--- src/rtl/lifo_stack_pkg.sv ---
// rtl/lifo_stack_pkg.sv - shared defaults, operation encoding and decode for the LIFO stack
package lifo_stack_pkg;

  localparam int DATA_W_DEF = 8;
  localparam int DEPTH_DEF  = 64;

  typedef enum logic [1:0] {
    OP_NONE,
    OP_PUSH,
    OP_POP,
    OP_REPLACE
  } stack_op_e;

  // Push+pop on an empty stack degrades to a plain push; illegal ops become OP_NONE.
  function automatic stack_op_e decode_op(input logic push, input logic pop,
                                          input logic empty, input logic full);
    if (push && pop) return empty ? OP_PUSH : OP_REPLACE;
    if (push)        return full ? OP_NONE : OP_PUSH;
    if (pop)         return empty ? OP_NONE : OP_POP;
    return OP_NONE;
  endfunction

endpackage

--- src/rtl/lifo_stack_mem.sv ---
// rtl/lifo_stack_mem.sv - single write port storage with asynchronous read, no reset
module lifo_stack_mem
  import lifo_stack_pkg::*;
#(
  parameter int DATA_W = DATA_W_DEF,
  parameter int DEPTH  = DEPTH_DEF,
  parameter int AW     = $clog2(DEPTH)
) (
  input  logic              clk,
  input  logic              we,
  input  logic [AW-1:0]     waddr,
  input  logic [DATA_W-1:0] wdata,
  input  logic [AW-1:0]     raddr,
  output logic [DATA_W-1:0] rdata
);

  // Left unreset so synthesis can map it onto distributed RAM.
  logic [DATA_W-1:0] mem [DEPTH];

  always_ff @(posedge clk) begin
    if (we) mem[waddr] <= wdata;
  end

  assign rdata = mem[raddr];

endmodule

--- src/rtl/param_lifo_stack.sv ---
// rtl/param_lifo_stack.sv - parametrised LIFO stack; LIFO_STACK_ERR_EN adds sticky overflow/underflow flags
module param_lifo_stack
  import lifo_stack_pkg::*;
#(
  parameter int DATA_W = DATA_W_DEF,
  parameter int DEPTH  = DEPTH_DEF,
  parameter int CNT_W  = $clog2(DEPTH + 1)
) (
  input  logic              clk,
  input  logic              rst,
  input  logic              push,
  input  logic              pop,
  input  logic [DATA_W-1:0] din,
  output logic [DATA_W-1:0] dout,
  output logic              dout_valid,
  output logic [DATA_W-1:0] top,
  output logic [CNT_W-1:0]  count,
  output logic              empty,
  output logic              full
`ifdef LIFO_STACK_ERR_EN
  ,
  input  logic              err_clr,
  output logic              err_ovf,
  output logic              err_udf
`endif
);

  localparam int AW = $clog2(DEPTH);

  stack_op_e         op;
  logic [AW-1:0]     top_addr;
  logic [AW-1:0]     wr_addr;
  logic              wr_en;
  logic [DATA_W-1:0] rd_data;

  assign empty = (count == '0);
  assign full  = (count == CNT_W'(DEPTH));
  assign op    = decode_op(push, pop, empty, full);

  // count is the next free slot; the top entry sits one below it.
  assign top_addr = AW'(count - CNT_W'(1));
  assign wr_addr  = (op == OP_PUSH) ? AW'(count) : top_addr;
  assign wr_en    = (op == OP_PUSH) || (op == OP_REPLACE);
  assign top      = empty ? '0 : rd_data;

  lifo_stack_mem #(
    .DATA_W (DATA_W),
    .DEPTH  (DEPTH),
    .AW     (AW)
  ) u_mem (
    .clk   (clk),
    .we    (wr_en),
    .waddr (wr_addr),
    .wdata (din),
    .raddr (top_addr),
    .rdata (rd_data)
  );

  always_ff @(posedge clk or posedge rst) begin
    if (rst) begin
      count      <= '0;
      dout       <= '0;
      dout_valid <= 1'b0;
    end else begin
      dout_valid <= 1'b0;
      case (op)
        OP_PUSH: count <= count + CNT_W'(1);
        OP_POP: begin
          count      <= count - CNT_W'(1);
          dout       <= rd_data;
          dout_valid <= 1'b1;
        end
        OP_REPLACE: begin
          dout       <= rd_data;
          dout_valid <= 1'b1;
        end
        default: ;
      endcase
    end
  end

`ifdef LIFO_STACK_ERR_EN
  // A new violation in the same cycle as err_clr keeps its flag set.
  always_ff @(posedge clk or posedge rst) begin
    if (rst) begin
      err_ovf <= 1'b0;
      err_udf <= 1'b0;
    end else begin
      if (push && !pop && full)       err_ovf <= 1'b1;
      else if (err_clr)               err_ovf <= 1'b0;
      if (pop && !push && empty)      err_udf <= 1'b1;
      else if (err_clr)               err_udf <= 1'b0;
    end
  end
`endif

endmodule
--- config.mk ---
export PLATFORM = sky130hd
export DESIGN_NAME = param_lifo_stack
export DESIGN_NICKNAME = d
export VERILOG_FILES = /design/src/rtl/lifo_stack_pkg.sv /design/src/rtl/lifo_stack_mem.sv /design/src/rtl/param_lifo_stack.sv
export SDC_FILE = /design/constraint.sdc
export NUM_CORES = 1
export LEC_CHECK = 0
export ABC_AREA = 1
export CAP_MARGIN = 0
export CORE_ASPECT_RATIO = 0.6
export CORE_MARGIN = 3
export CORE_UTILIZATION = 55
export CTS_BUF_LIST = sky130_fd_sc_hd__clkbuf_8
export CTS_CLUSTER_DIAMETER = 40
export DETAILED_ROUTE_END_ITERATION = 8
export PLACE_DENSITY = 0.72
export SYNTH_ARGS = -nofsm -noshare
export SYNTH_HDL_FRONTEND = slang
export SYNTH_SLANG_ARGS = --single-unit
--- constraint.sdc ---
create_clock -name clk -period 5.1 [get_ports clk]
set_clock_uncertainty 0.2 [all_clocks]
set_input_delay 0.51 -clock clk [delete_from_list [all_inputs] [get_ports clk]]
set_output_delay 0.51 -clock clk [all_outputs]
set_load 0.005 [all_outputs]
==> results.md <==
- Status: completed
- RSZ-0062 raised after global routing: no
- CP Class: reg -> out
- Ant. Diodes: 0
- Critical-path cell list: inv_6 > buf_16 > nand3_2 > inv_2 > nand2_1 > nand2_1 > buf_4 > nand3_1 > nand3_2 > nand3_1 > a21oi_1 > clkdlybuf4s50_1
- Crit path buf inv count: 5
- Post-Syn Nets: 2183
- Sequential area share after synthesis: 69.36%
- Hold buffer count at cts: 0
- Asr flop ratio synth: 3.030%
- Clock Tree Buf Depth: 3
- Cell row count: 57
- Logic pwr share: 46.8%
- Worst slew pin tran: 1133 ps
- CTS Root Buffer Type: clkbuf_8
- Max H-tree Level: 3
- Sw Ratio: 44.45%
- # IOs: 38
- Most common cell in the netlist: nand2_1
- Fin. Hold Viols: 0
- Min-Delay Path Class: in -> async
- # port buffers: 37
- Setup TNS: 0 ps
- Largest net degree at the start of global routing: 250
- CP max FO: 125
- Antenna viol nets, final: 0
- Area of placed instances: 23500 sq um
- Core Area: 40650 sq um
- Psw: 0.006889 W
- Power consumption: 0.01550 W
- Drt via density: 5.662
- Die Ht: 163.5 um
- Nets: 2216
- Drt wl/cell: 21.38 um
- Power Dens Cells: 623.3 nW/um^2
- Initial DRT Pass Iterations: 5
- CTS tree: built
- DR iter-0 viols: 2215
- Internal power component: 0.008611 W
- Syn Std Cell Area: 22740 sq um
- Post-CTS setup buffers: 0
- Worst skew pair latency: 640 ps
- First-pass GRT wire length: 88.46 mm
- Peak Freq: 209.1 MHz
- Die Width: 268.5 um
- Post-synth EDFFs: 512
- Worst vdd rail ir drop: 0.0006208 V
- #FFs+latches synth: 528
- Yosys top cell area share: 67.60%
- Fill count: 3217
- Max Cap Viol: 0
- Clock transition at the registers of the reported paths: 70 ps
- Layout Utilization: 61.17%
- Max incr delay on CP: 650 ps
- Relative slew margins: 24.45%
- Post-DP HPWL: 34.25 mm
- Type of origin of the critical path: flip-flop
- Main synth FF type: edfxtp_1
- Drt drc: 0
- Initial Utilization: 55.95%
- Placer congestion estimate: 0.9483
- GRT Util Overall: 27.14%
- Clock network power share: 20.0%
- Crit. End Element: output port
- Final min period: 4782 ps
- Final Cell Area: 24870 sq um
- Cell family with most CP delay: buffers and inverters
- Min setup slack post-route: 318.1 ps
- Leakage: 9.877 nW
- Vias in the first global route: 14450
- Area contributors post-synth: edfxtp_1, nand2_1, nand3_1, nor2_1, inv_1
- Total grt overflow: 0
- Synth area leader: edfxtp_1
- Mapped Avg Cell Area: 10.51 sq um
- Final Cycle Share: 93.76%
- Area of the die: 43910 sq um
- CTS Buf Count: 75
- Share of layout cells above drive strength 1: 7.282%
- CP max-delay cell: dfrtp_4
- Final WL: 59.50 mm
- Post-Place Setup Slack: 619.3 ps
- Critical path arrival: 4070 ps
- Synth unique cells: 31
- Slew Limit Fails: 0
- Sink Count: 528
- List of most frequent post-synthesis cells: nand2_1, edfxtp_1, nand3_1
- Mapped Cells: 2165
- Synth Warn #: 0
- Final Setup Violations: 0
- Antenna violations before repair: 0
- Reg power frac: 33.2%
- Worst Path Required: 4390 ps
- Via count: 15760
- Area Overhead vs Synth: 9.330%
[kinds of logic (layout without fill, tap and decap cells)]
logic type / count (synthesis) / count (layout) / share of synthesized area, %
buffers and inverters: 290 / 377 / 5.358
and+or+nand+nor: 1260 / 1260 / 22.89
DFF: 528 / 528 / 69.36
xor gates and xnor gates: 5 / 5 / 0.2751
adders and majority gates: 6 / 6 / 0.3301
AOI/OAI and AO/OA: 76 / 76 / 1.788
[path summary, 6_finish.rpt]
| check | start | to | slack, ps | depth (start not counted) |
|---|---|---|---|---|
| hold reg to reg | dout[3] | dout[3] | 280 | 2 |
| hold / removal | rst | count[5] | 100 | 2 |
| setup reg to reg | count[0] | u_mem.mem[48][4] | 460 | 15 |
| setup / recovery | count[0] | top[4] | 320 | 12 |
| max in group asynchronous | rst | count[0] | 4040 | 2 |
| min in group clk | dout[3] | dout[3] | 280 | 2 |
[power groups by stage]
stage / sequential (W) / combinational (W) / clock [W]
2_1_floorplan: 0.00517 / 0.00450 / 0
4_1_cts: 0.00514 / 0.00699 / 0.00313
6_report: 0.00514 / 0.00725 / 0.00311
5_1_grt: 0.00516 / 0.00784 / 0.00332
3_5_place_dp: 0.00523 / 0.00696 / 0
3_3_place_gp: 0.00522 / 0.00690 / 0
[layer usage]
metal  share of wire [%]  track usage [%]  vias to the layer above
li1                    -                -                     7259
met1                  44            42.02                     7441
met2                  40            36.16                      953
met3                  14            9.350                      105
met4                 2.5            7.558                        0
met5                   0                0                        -
[layout by cell type (no fill, tap or decap), drive strengths merged, types with 2 or more instances in the layout]
cell           synthesis  final
a21oi                 15     15
buf                   88     36
bufinv                 0      2
clkbuf                22     78
clkdlybuf4s50          0     29
clkinv                 2     25
clkinvlp               0      2
dfrtp                 16     16
edfxtp               512    512
ha                     6      6
inv                  178    205
nand2                752    752
nand3                315    315
nor2                 191    191
o21ai                 58     58
xnor2                  2      2
xor2                   3      3
[area by class of cell]
cell class | instances | area, sq um | share of cell area (%)
Inverter | 180 | 685.7 | 2.757
Tap cell | 531 | 664.4 | 2.672
Sequential cell | 528 | 15780 | 63.45
Clock inverter | 54 | 276.5 | 1.112
Clock buffer | 77 | 1060 | 4.262
Multi-Input combinational cell | 1347 | 5766 | 23.19
Timing Repair Buffer | 66 | 635.6 | 2.556
[state kept, by name, summed over array words and instances, names as in the netlist]
name / cells
count: 7
dout: 8
dout_valid: 1
u_mem.mem: 512
[timing repair]
action	4_1_cts	5_1_grt
endpoints found under the setup margin	8	8
resized for setup	1	0
cloned	0	1
[per-stage QoR]
| step | cells | hold slack, ps |
|---|---|---|
| 2_1_floorplan | 2165 | 223.7 |
| 3_3_place_gp | 2651 | 267.9 |
| 3_5_place_dp | 2651 | 266.2 |
| 4_1_cts | 2782 | 88.69 |
| 5_1_grt | 2783 | 148.8 |
| 6_report | 2783 | 102.0 |
Note: power is estimated with default switching activity, not from simulation.
